### src/rtl/uart_bus_bridge_pkg.sv
// ============================================================================
// Module      : uart_bus_bridge_pkg
// Description : Shared opcodes, reply codes and FSM state types for the
//               UART-to-bus debug bridge.
// Revision    : 1.0 - initial release
// ============================================================================
`default_nettype none

package uart_bus_bridge_pkg;

  localparam logic [7:0] C_OP_WRITE  = 8'h01;
  localparam logic [7:0] C_OP_READ   = 8'h02;
  localparam logic [7:0] C_OP_PING   = 8'h03;
  localparam logic [7:0] C_OP_WRNEXT = 8'h04;

  localparam logic [7:0] C_ACK = 8'h06;
  localparam logic [7:0] C_NAK = 8'h15;

  typedef enum logic [2:0] {
    ST_IDLE   = 3'd0,
    ST_ADDR   = 3'd1,
    ST_DATA   = 3'd2,
    ST_REQ    = 3'd3,
    ST_ACCESS = 3'd4,
    ST_REPLY  = 3'd5
  } state_e;

  typedef enum logic [1:0] {
    RX_IDLE  = 2'd0,
    RX_START = 2'd1,
    RX_DATA  = 2'd2,
    RX_STOP  = 2'd3
  } rx_state_e;

endpackage

`default_nettype wire

### src/rtl/uart_bus_bridge_phy.sv
// ============================================================================
// Module      : uart_bus_bridge_phy
// Description : 16x oversampling tick divider with 8N1 receiver and
//               transmitter.
// Revision    : 1.0 - initial release
// ============================================================================
`default_nettype none

module uart_bus_bridge_phy
  import uart_bus_bridge_pkg::*;
#(
  parameter int CLK_HZ = 50000000,
  parameter int BAUD   = 9600
) (
  input  logic       clk,
  input  logic       rst,
  input  logic       rxd_i,
  output logic       txd_o,
  output logic       tick_o,
  output logic [7:0] rx_data_o,
  output logic       rx_valid_o,
  output logic       rx_ferr_o,
  input  logic [7:0] tx_data_i,
  input  logic       tx_start_i,
  output logic       tx_busy_o
);

  localparam int DIV_RAW = CLK_HZ / (16 * BAUD);
  localparam int DIV     = (DIV_RAW < 1) ? 1 : DIV_RAW;
  localparam int DIV_W   = $clog2(DIV + 1);

  logic [DIV_W-1:0] div_q;
  logic             tick;

  assign tick   = (div_q == DIV_W'(DIV - 1));
  assign tick_o = tick;

  always_ff @(posedge clk) begin
    if (rst || tick) div_q <= '0;
    else             div_q <= div_q + DIV_W'(1);
  end

  logic [1:0] rx_sync_q;
  logic       rxs;

  always_ff @(posedge clk) begin
    if (rst) rx_sync_q <= 2'b11;
    else     rx_sync_q <= {rx_sync_q[0], rxd_i};
  end
  assign rxs = rx_sync_q[1];

  rx_state_e  rx_st_q, rx_st_d;
  logic [3:0] rx_cnt_q, rx_cnt_d;
  logic [2:0] rx_bit_q, rx_bit_d;
  logic [7:0] rx_sh_q, rx_sh_d;

  always_ff @(posedge clk) begin
    if (rst) begin
      rx_st_q  <= RX_IDLE;
      rx_cnt_q <= '0;
      rx_bit_q <= '0;
      rx_sh_q  <= '0;
    end else begin
      rx_st_q  <= rx_st_d;
      rx_cnt_q <= rx_cnt_d;
      rx_bit_q <= rx_bit_d;
      rx_sh_q  <= rx_sh_d;
    end
  end

  // Start bit is re-checked 8 ticks after detection; data/stop then land mid-bit.
  always_comb begin
    rx_st_d    = rx_st_q;
    rx_cnt_d   = rx_cnt_q;
    rx_bit_d   = rx_bit_q;
    rx_sh_d    = rx_sh_q;
    rx_valid_o = 1'b0;
    rx_ferr_o  = 1'b0;
    if (tick) begin
      case (rx_st_q)
        RX_IDLE: begin
          if (!rxs) begin
            rx_st_d  = RX_START;
            rx_cnt_d = '0;
          end
        end
        RX_START: begin
          if (rx_cnt_q == 4'd7) begin
            rx_cnt_d = '0;
            rx_bit_d = '0;
            rx_st_d  = rxs ? RX_IDLE : RX_DATA;
          end else begin
            rx_cnt_d = rx_cnt_q + 4'd1;
          end
        end
        RX_DATA: begin
          if (rx_cnt_q == 4'd15) begin
            rx_cnt_d = '0;
            rx_sh_d  = {rxs, rx_sh_q[7:1]};
            rx_bit_d = rx_bit_q + 3'd1;
            if (rx_bit_q == 3'd7) rx_st_d = RX_STOP;
          end else begin
            rx_cnt_d = rx_cnt_q + 4'd1;
          end
        end
        RX_STOP: begin
          if (rx_cnt_q == 4'd15) begin
            rx_st_d    = RX_IDLE;
            rx_valid_o = rxs;
            rx_ferr_o  = !rxs;
          end else begin
            rx_cnt_d = rx_cnt_q + 4'd1;
          end
        end
        default: rx_st_d = RX_IDLE;
      endcase
    end
  end

  assign rx_data_o = rx_sh_q;

  logic       tx_busy_q;
  logic [9:0] tx_sh_q;
  logic [3:0] tx_bit_q;
  logic [3:0] tx_cnt_q;

  always_ff @(posedge clk) begin
    if (rst) begin
      tx_busy_q <= 1'b0;
      tx_sh_q   <= '1;
      tx_bit_q  <= '0;
      tx_cnt_q  <= '0;
    end else if (!tx_busy_q) begin
      if (tx_start_i) begin
        tx_busy_q <= 1'b1;
        tx_sh_q   <= {1'b1, tx_data_i, 1'b0};
        tx_bit_q  <= '0;
        tx_cnt_q  <= '0;
      end
    end else if (tick) begin
      if (tx_cnt_q == 4'd15) begin
        tx_cnt_q <= '0;
        tx_sh_q  <= {1'b1, tx_sh_q[9:1]};
        if (tx_bit_q == 4'd9) tx_busy_q <= 1'b0;
        else                  tx_bit_q  <= tx_bit_q + 4'd1;
      end else begin
        tx_cnt_q <= tx_cnt_q + 4'd1;
      end
    end
  end

  // Line is forced high whenever no frame is in flight, including after reset.
  assign txd_o     = !tx_busy_q | tx_sh_q[0];
  assign tx_busy_o = tx_busy_q;

endmodule

`default_nettype wire

### src/rtl/uart_bus_bridge.sv
// ============================================================================
// Module      : uart_bus_bridge
// Description : UART command-packet bridge acting as a data-bus master.
//               Optional macro UART_BUS_BRIDGE_AUTOINC_EN enables WRNEXT (0x04).
// Revision    : 1.0 - initial release
// ============================================================================
`default_nettype none

module uart_bus_bridge
  import uart_bus_bridge_pkg::*;
#(
  parameter int CLK_HZ       = 50000000,
  parameter int BAUD         = 9600,
  parameter int TIMEOUT_BITS = 200
) (
  input  logic        clk,
  input  logic        rst,
  input  logic        rxd,
  output logic        txd,
  output logic        m_req,
  input  logic        m_gnt,
  output logic        m_de,
  output logic        m_drw,
  output logic [31:0] m_addr,
  output logic [31:0] m_dout,
  input  logic [31:0] m_din,
  output logic        err
);

  localparam int TMO_TICKS = TIMEOUT_BITS * 16;
  localparam int TMO_W     = $clog2(TMO_TICKS + 1);

  logic       tick;
  logic [7:0] rx_data;
  logic       rx_valid;
  logic       rx_ferr;
  logic [7:0] tx_data;
  logic       tx_start;
  logic       tx_busy;

  uart_bus_bridge_phy #(
    .CLK_HZ (CLK_HZ),
    .BAUD   (BAUD)
  ) u_phy (
    .clk        (clk),
    .rst        (rst),
    .rxd_i      (rxd),
    .txd_o      (txd),
    .tick_o     (tick),
    .rx_data_o  (rx_data),
    .rx_valid_o (rx_valid),
    .rx_ferr_o  (rx_ferr),
    .tx_data_i  (tx_data),
    .tx_start_i (tx_start),
    .tx_busy_o  (tx_busy)
  );

  state_e            state_q, state_d;
  logic [7:0]        op_q, op_d;
  logic [1:0]        cnt_q, cnt_d;
  logic [31:0]       addr_q, addr_d;
  logic [31:0]       data_q, data_d;
  logic [31:0]       rdata_q, rdata_d;
  logic [1:0]        left_q, left_d;
  logic [TMO_W-1:0]  tmo_q, tmo_d;
  logic [31:0]       last_addr_q, last_addr_d;
  logic [31:0]       m_addr_q, m_addr_d;
  logic [31:0]       m_dout_q, m_dout_d;
  logic              m_drw_q, m_drw_d;
  logic              err_q, err_d;

  always_ff @(posedge clk) begin
    if (rst) begin
      state_q     <= ST_IDLE;
      op_q        <= '0;
      cnt_q       <= '0;
      addr_q      <= '0;
      data_q      <= '0;
      rdata_q     <= '0;
      left_q      <= '0;
      tmo_q       <= '0;
      last_addr_q <= '0;
      m_addr_q    <= '0;
      m_dout_q    <= '0;
      m_drw_q     <= 1'b0;
      err_q       <= 1'b0;
    end else begin
      state_q     <= state_d;
      op_q        <= op_d;
      cnt_q       <= cnt_d;
      addr_q      <= addr_d;
      data_q      <= data_d;
      rdata_q     <= rdata_d;
      left_q      <= left_d;
      tmo_q       <= tmo_d;
      last_addr_q <= last_addr_d;
      m_addr_q    <= m_addr_d;
      m_dout_q    <= m_dout_d;
      m_drw_q     <= m_drw_d;
      err_q       <= err_d;
    end
  end

  always_comb begin
    state_d     = state_q;
    op_d        = op_q;
    cnt_d       = cnt_q;
    addr_d      = addr_q;
    data_d      = data_q;
    rdata_d     = rdata_q;
    left_d      = left_q;
    tmo_d       = tmo_q;
    last_addr_d = last_addr_q;
    m_addr_d    = m_addr_q;
    m_dout_d    = m_dout_q;
    m_drw_d     = m_drw_q;
    err_d       = rx_ferr;
    tx_start    = 1'b0;
    tx_data     = C_ACK;

    case (state_q)
      ST_IDLE: begin
        if (rx_valid) begin
          op_d  = rx_data;
          cnt_d = '0;
          tmo_d = '0;
          case (rx_data)
            C_OP_WRITE, C_OP_READ: state_d = ST_ADDR;
            C_OP_PING: begin
              state_d  = ST_REPLY;
              tx_start = 1'b1;
              tx_data  = C_ACK;
              left_d   = '0;
            end
`ifdef UART_BUS_BRIDGE_AUTOINC_EN
            C_OP_WRNEXT: begin
              state_d = ST_DATA;
              addr_d  = last_addr_q + 32'd4;
            end
`endif
            default: begin
              state_d  = ST_REPLY;
              tx_start = 1'b1;
              tx_data  = C_NAK;
              left_d   = '0;
              err_d    = 1'b1;
            end
          endcase
        end
      end

      // A byte completing in the expiry cycle is taken, so it is checked first.
      ST_ADDR: begin
        if (rx_valid) begin
          addr_d = {addr_q[23:0], rx_data};
          cnt_d  = cnt_q + 2'd1;
          tmo_d  = '0;
          if (cnt_q == 2'd3) state_d = (op_q == C_OP_READ) ? ST_REQ : ST_DATA;
        end else if (tmo_q == TMO_W'(TMO_TICKS)) begin
          state_d = ST_IDLE;
          err_d   = 1'b1;
        end else if (tick) begin
          tmo_d = tmo_q + TMO_W'(1);
        end
      end

      ST_DATA: begin
        if (rx_valid) begin
          data_d = {data_q[23:0], rx_data};
          cnt_d  = cnt_q + 2'd1;
          tmo_d  = '0;
          if (cnt_q == 2'd3) state_d = ST_REQ;
        end else if (tmo_q == TMO_W'(TMO_TICKS)) begin
          state_d = ST_IDLE;
          err_d   = 1'b1;
        end else if (tick) begin
          tmo_d = tmo_q + TMO_W'(1);
        end
      end

      ST_REQ: begin
        if (m_gnt) begin
          state_d  = ST_ACCESS;
          m_addr_d = addr_q;
          m_dout_d = data_q;
          m_drw_d  = (op_q != C_OP_READ);
        end
      end

      // Read data is only valid during this cycle, so the first reply byte goes straight out.
      ST_ACCESS: begin
        last_addr_d = m_addr_q;
        state_d     = ST_REPLY;
        tx_start    = 1'b1;
        if (m_drw_q) begin
          tx_data = C_ACK;
          left_d  = '0;
        end else begin
          tx_data = m_din[31:24];
          rdata_d = {m_din[23:0], 8'h00};
          left_d  = 2'd3;
        end
      end

      ST_REPLY: begin
        if (!tx_busy) begin
          if (left_q != 2'd0) begin
            tx_start = 1'b1;
            tx_data  = rdata_q[31:24];
            rdata_d  = {rdata_q[23:0], 8'h00};
            left_d   = left_q - 2'd1;
          end else begin
            state_d = ST_IDLE;
          end
        end
      end

      default: state_d = ST_IDLE;
    endcase
  end

  assign m_req  = (state_q == ST_REQ) || (state_q == ST_ACCESS);
  assign m_de   = (state_q == ST_ACCESS);
  assign m_drw  = m_drw_q;
  assign m_addr = m_addr_q;
  assign m_dout = m_dout_q;
  assign err    = err_q;

endmodule

`default_nettype wire

### config.mk
export PLATFORM = sky130hd
export DESIGN_NAME = uart_bus_bridge
export DESIGN_NICKNAME = d
export VERILOG_FILES = /design/src/rtl/uart_bus_bridge_pkg.sv /design/src/rtl/uart_bus_bridge_phy.sv /design/src/rtl/uart_bus_bridge.sv
export SDC_FILE = /design/constraint.sdc
export NUM_CORES = 1
export LEC_CHECK = 0
export ABC_AREA = 0
export BUFFER_PORTS_ARGS = -buffer_cell sky130_fd_sc_hd__buf_2
export CORE_ASPECT_RATIO = 0.5
export CORE_MARGIN = 3
export CORE_UTILIZATION = 50
export CTS_BUF_LIST = sky130_fd_sc_hd__clkbuf_8 sky130_fd_sc_hd__clkbuf_16
export CTS_CLUSTER_DIAMETER = 60
export DETAILED_ROUTE_END_ITERATION = 7
export GPL_ROUTABILITY_DRIVEN = 0
export PLACE_DENSITY = 0.7
export SYNTH_ARGS = -nofsm -noshare
export SYNTH_HDL_FRONTEND = slang
export SYNTH_SLANG_ARGS = --single-unit
export TNS_END_PERCENT = 100
### constraint.sdc
create_clock -name clk -period 6 [get_ports clk]
set_clock_uncertainty 0.05 [all_clocks]
set_input_delay 0.3 -clock clk [delete_from_list [all_inputs] [get_ports clk]]
set_output_delay 0.3 -clock clk [all_outputs]
set_load 0.03 [all_outputs]
After elaboration in Yosys (flattened, before gate mapping)
Index checks and enable logic that the tools add are counted.
Storage, ports and cells
  register bits after elaboration: 236
  word-level logic and storage cells: 187
Cells by class
  add/subtract/negate cells: 8
  equality and inequality tests: 42
  muxes and demuxes: 83
  bitwise operators: 1
  reduce and logical (&&, ||, !) cells: 31
Operator list (count)
  two-way mux 32 bit: 3
  case mux 32 bit (2 select lines): 1
  two-way mux 12 bit: 4
  two-way mux 4 bit: 12
  two-way mux 10 bit: 4
  two-way mux 3 bit: 12
  two-way mux 2 bit: 13
  equality test 8 x 2 -> 1 bit (second input constant): 3
  case mux 12 bit (2 select lines): 1
  case mux 8 bit (3 select lines): 1
  inequality test 2 bit (second input constant): 11
  two-way mux 1 bit: 20
  case mux 3 bit (6 select lines): 1
  two-way mux 8 bit: 2
  case mux 4 bit (4 select lines): 1
  AND reduction 4 bit: 4
  adder 12 x 1 -> 12 bit (second input constant): 1
  adder 4 x 1 -> 4 bit (second input constant): 3
  equality test 12 bit (second input constant): 1
  equality test 4 bit (second input constant): 3
  inequality test 2 x 1 -> 1 bit (second input constant): 6
  AND reduction 3 bit: 4
  AND reduction 6 bit: 2
  two-way mux 5 bit: 2
  other kinds (32): 50

Depth between registers and ports, before layout
  depth in word-level cells: 8
  depth in mapped cells: 11

Cells and area by module
From an unflattened synthesis, not the netlist that was laid out.
Second synthesis, totals
  cell total of the unflattened synthesis: 1171
  area, all modules: 9608.0 sq um
Modules (own cells, without submodules)
  uart_bus_bridge: times used 1, cells an instance 920, area an instance 7358.3 sq um, sequential area each 3623.5 sq um
  uart_bus_bridge_phy: times used 1, cells an instance 251, area an instance 2249.7 sq um, sequential area each 920.9 sq um

Worst setup path before layout
No wires, ideal clock.
  path type: reg-to-reg
  from: register state_q[1]
  to: register u_phy.tx_sh_q[2]
  setup time: 0.072 ns
  arrival: 2.149 ns
  path slack: 3.729 ns
  stages on the path, launching flop included: 9
  path buffers: 3
  clock period less this slack: 2.271 ns
  path through: dfxtp_1 buf_4 clkbuf_1 clkbuf_1 nor3b_1 o21ai_0 a31oi_1 nor3_1 mux2i_1
On the way
  cells in the longest elaborated chain, start to end: 4
  elaborated cells between the ends (all ways): 9
  those cells by class: eq/ne: 2; mux: 4; reduce/logical: 3
Ends and longest elaborated chain
  start, declared: RTL line uart_bus_bridge.sv:58  | state_e state_q, state_d;
  start signal, assigned: RTL line uart_bus_bridge.sv:88  | state_q <= state_d;
  equality test 3 bit *
  net m_de: RTL line uart_bus_bridge.sv:22  | output logic m_de,
  case mux 1 bit (3 select lines) / case mux 8 bit (3 select lines) (equally long branches): RTL line uart_bus_bridge.sv:121  | case (state_q)
  nonzero test 2 bit (no source line) / two-way mux 10 bit (equally long branches)
  AND reduction 3 bit (no source line) / two-way mux 10 bit (equally long branches)
  end signal, assigned: RTL line uart_bus_bridge_phy.sv:136  | tx_sh_q <= {1'b1, tx_data_i, 1'b0};
  end signal, assigned: RTL line uart_bus_bridge_phy.sv:143  | tx_sh_q <= {1'b1, tx_sh_q[9:1]};
  end, declared: RTL line uart_bus_bridge_phy.sv:123  | logic [9:0] tx_sh_q;
Mark *: on every way through the listed nets, which the timed path passes. The rest lies on a longest branch. The select of a mux whose other input is x is not followed.
A chain may end at the register's enable or synchronous reset.

Worst setup path after layout
  from: register u_phy.div_q[2]
  to: register data_q[1]
On the way
  cells in the longest elaborated chain, start to end: 3
Ends and longest elaborated chain
  start, declared: RTL line uart_bus_bridge_phy.sv:32  | logic [DIV_W-1:0] div_q;
  start signal, assigned: RTL line uart_bus_bridge_phy.sv:40  | else div_q <= div_q + DIV_W'(1);
  equality test 9 bit: RTL line uart_bus_bridge_phy.sv:35  | assign tick = (div_q == DIV_W'(DIV - 1));
  two-way mux 1 bit: RTL line uart_bus_bridge_phy.sv:79  | if (tick) begin
  AND reduction 2 bit (no source line)
  end signal, assigned: RTL line uart_bus_bridge.sv:92  | data_q <= data_d;
  end, declared: RTL line uart_bus_bridge.sv:62  | logic [31:0] data_q, data_d;
Every way passes these cells.

==> metrics.md <==
| Metric | Value |
|---|---|
| Worst-margin pin slew | 1150 ps |
| Setup TNS | 0 ps |
| Clock Latency Late Sink | 490 ps |
| Cts repair resizes | 0 |
| Largest net degree at the start of global routing | 145 |
| Count of final setup violators | 0 |
| Final period utilization | 47.7% |
| CP max stage delay | 850 ps |
| Die Span Y | 103 um |
| Rows | 34 |
| Multi-input gate area | 4430 um2 |
| Synth Cell Area | 9420 um2 |
| CP max stage cell | nand3_1 |
| Worst-path clk slew | 70 ps |
| Post-Syn Nets | 1215 |
| Worst-path cell chain | nor4b_2 > and4_1 > buf_4 > nand3_1 > nand2_1 > a21oi_1 |
| Synth Flop Type | dfxtp_1 |
| Area growth from synthesis to layout | 14.1% |
| Dpl hpwl | 14300 um |
| DIE AREA | 20600 um2 |
| EDFF count, synth | 0 |
| Max-Cap Viols | 0 |
| Core footprint | 17900 um2 |
| Worst vdd ir | 0.000171 V |
| Diode count | 0 |
| Num CTS Buffers | 21 |
| IO buf count | 104 |
| Routed Wire Length | 21700 um |
| Design area | 10800 um2 |
| Crit path kind | reg -> reg |
| CP Launch Type | flip-flop |
| Share of Yosys cell area claimed by the top area cell type | 48.2% |
| Worst reg2reg setup slack | 3140 ps |
| DRC Markers | 0 |
| Average wire per cell in the routed design | 14.5 um |
| Tot GR Track Use | 20.5% |
| Reg area | 4540 um2 |
| Grt ovf | 0 |
| Nets | 1276 |
| Slew Limit Fails | 0 |
| DR iter-0 viols | 535 |
| # fillers | 1630 |
| Crit path time final | 2860 ps |
| H-tree lvl count | 1 |
| DRT antenna net count | 0 |
| Longest Clk Path Bufs | 3 |
| Seq/Total Area, Yosys | 48.2% |
| Netlist cell types | 70 |
| Iteration count of the initial detailed-routing pass | 5 |
| Routed vias/inst | 5.45 |
| Setup Fix Bufs, Post-CTS | 0 |
| CTS Sinks | 227 |
| Critical path data arrival time | 3150 ps |
| Crit path max fanout | 32 |
| Crit. End Element | flip-flop |
| Hold Fails Final Rpt | 0 |
| Outcome | finished, final reports clean |
| Global-route wire length before repair | 36000 um |
| CP required | 6290 ps |
| CTS tree | done |
| Fmax | 349 MHz |
| Total via count in the routed design | 8148 |
| Yosys reg bits | 227 |
| Vias in the first global route | 7390 |
| Placed Instance Area | 9920 um2 |
| Root Buffer | clkbuf_16 |
| Slew HR | 23.0% |
| Avg Cell Area, Syn | 8.07 um2 |
| Hold-fix buffers, CTS | 10 |
| Ys async rst share | 0% |
| Leak pwr | 0.00397 uW |
| Synth area leaders | dfxtp_1 48%, nand2_1 13%, a21oi_1 9.2% |
| Area leader, netlist | dfxtp_1 |
| Worst Hold Class | in -> reg |
| I/O pin count | 105 |
| Share of layout cells above drive strength 1 | 13.4% |
| Die Wd | 200 um |
| PD cells | 289 nW/um2 |
| Yosys warning total | 0 |
| RSZ-0062 raised after global routing | false |
| Synth Instances | 1167 |
| Initial core utilization | 52.6% |
| Antenna violations before repair | 0 |
[registers in the layout, summed over array words and instances (netlist names), 3 cells and up, named ones only]
| name | flops |
|---|---|
| u_phy.div_q | 9 |
| u_phy.rx_data_o | 8 |
| addr_q | 32 |
| op_q | 8 |
| m_dout | 32 |
| tmo_q | 12 |
| u_phy.rx_cnt_q | 4 |
| u_phy.rx_bit_q | 3 |
| u_phy.tx_bit_q | 4 |
| u_phy.tx_cnt_q | 4 |
| m_addr | 32 |
| u_phy.tx_sh_q | 9 |
| rdata_q | 24 |
| data_q | 32 |
| state_q | 3 |
[layer usage]
metal / track usage, % / vias to the layer above / wire length, um
li1: - / 4127 / -
met1: 29.6 / 3832 / 10800
met2: 32.7 / 160 / 9530
met3: 3.85 / 29 / 1080
met4: 3.96 / 0 / 309
met5: 0 / - / 0
[layout make-up]
type	count	share of cell area (%)
Sequential cell	227	42.3
Multi-Input combinational cell	843	41.2
Timing Repair Buffer	122	6.39
Clock buffer	28	5.78
Tap cell	252	2.93
Clock inverter	9	0.978
Inverter	13	0.454
[path summary, 6_finish.rpt]
check / endpoint / startpoint / depth (start not counted)
worst min register to register: u_phy.rx_sync_q[1] / u_phy.rx_sync_q[0] / 1
worst max register to register: data_q[1] / u_phy.div_q[2] / 6
worst max-delay path: data_q[1] / u_phy.div_q[2] / 6
worst min-delay path: rdata_q[23] / m_din[15] / 3
[where the power goes]
part           internal [uW]  total (uW)  switching (uW)
Clock                    817        1380             564
Combinational           62.8         167             104
Sequential              1530        1560            24.7
Total                   2410        3100             692
[synthesized netlist by cell type, types with 3 or more instances]
cell      number
a21oi_1      174
a221oi_1       3
a22o_1         7
a311oi_1      17
a32oi_1        6
and2_1         3
and3_1        11
buf_1          7
buf_2          7
buf_6          6
clkbuf_1      58
clkbuf_8       3
dfxtp_1      227
ha_1          12
inv_1         13
mux2i_1       19
nand2_1      336
nand2b_1      12
nand3_1       43
nand3b_1       6
nand4_1        6
nand4b_1       3
nor2_1        63
nor2b_1        6
nor3_1        10
nor3b_1        3
nor4_1         3
nor4b_1        4
o211a_1        3
o211ai_1       4
o21a_1         3
o21ai_0       18
o22ai_1        6
o31ai_1        3
or2_2          3
or4_1          9
xnor2_1        3
xor2_1         6
[placed cells by master, fill, tap and decap left out, drive strengths merged, types with 16 or more instances in the layout]
master / Yosys / layout
a21oi: 174 / 174
a311oi: 17 / 17
buf: 21 / 112
clkbuf: 62 / 28
dfxtp: 227 / 227
inv: 13 / 16
mux2i: 19 / 19
nand2: 336 / 336
nand3: 43 / 43
nor2: 63 / 63
o21ai: 18 / 18
[worst max-delay path: cells and delay by family, from the launching register on]
family / cells / cell delay, ps
AND/OR/NAND/NOR: 4 / 1860
flip-flops: 1 / 420
buffers and inverters: 1 / 280
AO/OA/AOI/OAI: 1 / 90
[stage by stage]
stage | std cells | worst slack (ps) | hold WS (ps) | utilization [%] | total power [uW]
floorplan | 1167 | 3730 | 339 | - | 1710
finish | 1494 | 3140 | 15.7 | 60.0 | 3100
global route | 1494 | 2840 | 12.8 | 60.0 | 3230
detailed placement | 1447 | 3180 | 377 | 55.4 | 1750
CTS | 1494 | 3110 | 1.53 | 60.0 | 3130
global placement | 1447 | 3260 | 369 | 55.4 | 1750
[cells by family after synthesis]
kind of cell	after synthesis	share of synthesized area, %
AOI/OAI and AO/OA	266	17.0
muxes	20	2.14
xor gates and xnor gates	9	0.837
adders and majority gates	12	1.59
buffers and inverters	97	4.91
DFF	227	48.2
and+or+nand+nor	536	25.3
Power figures use the tool's default switching activity.
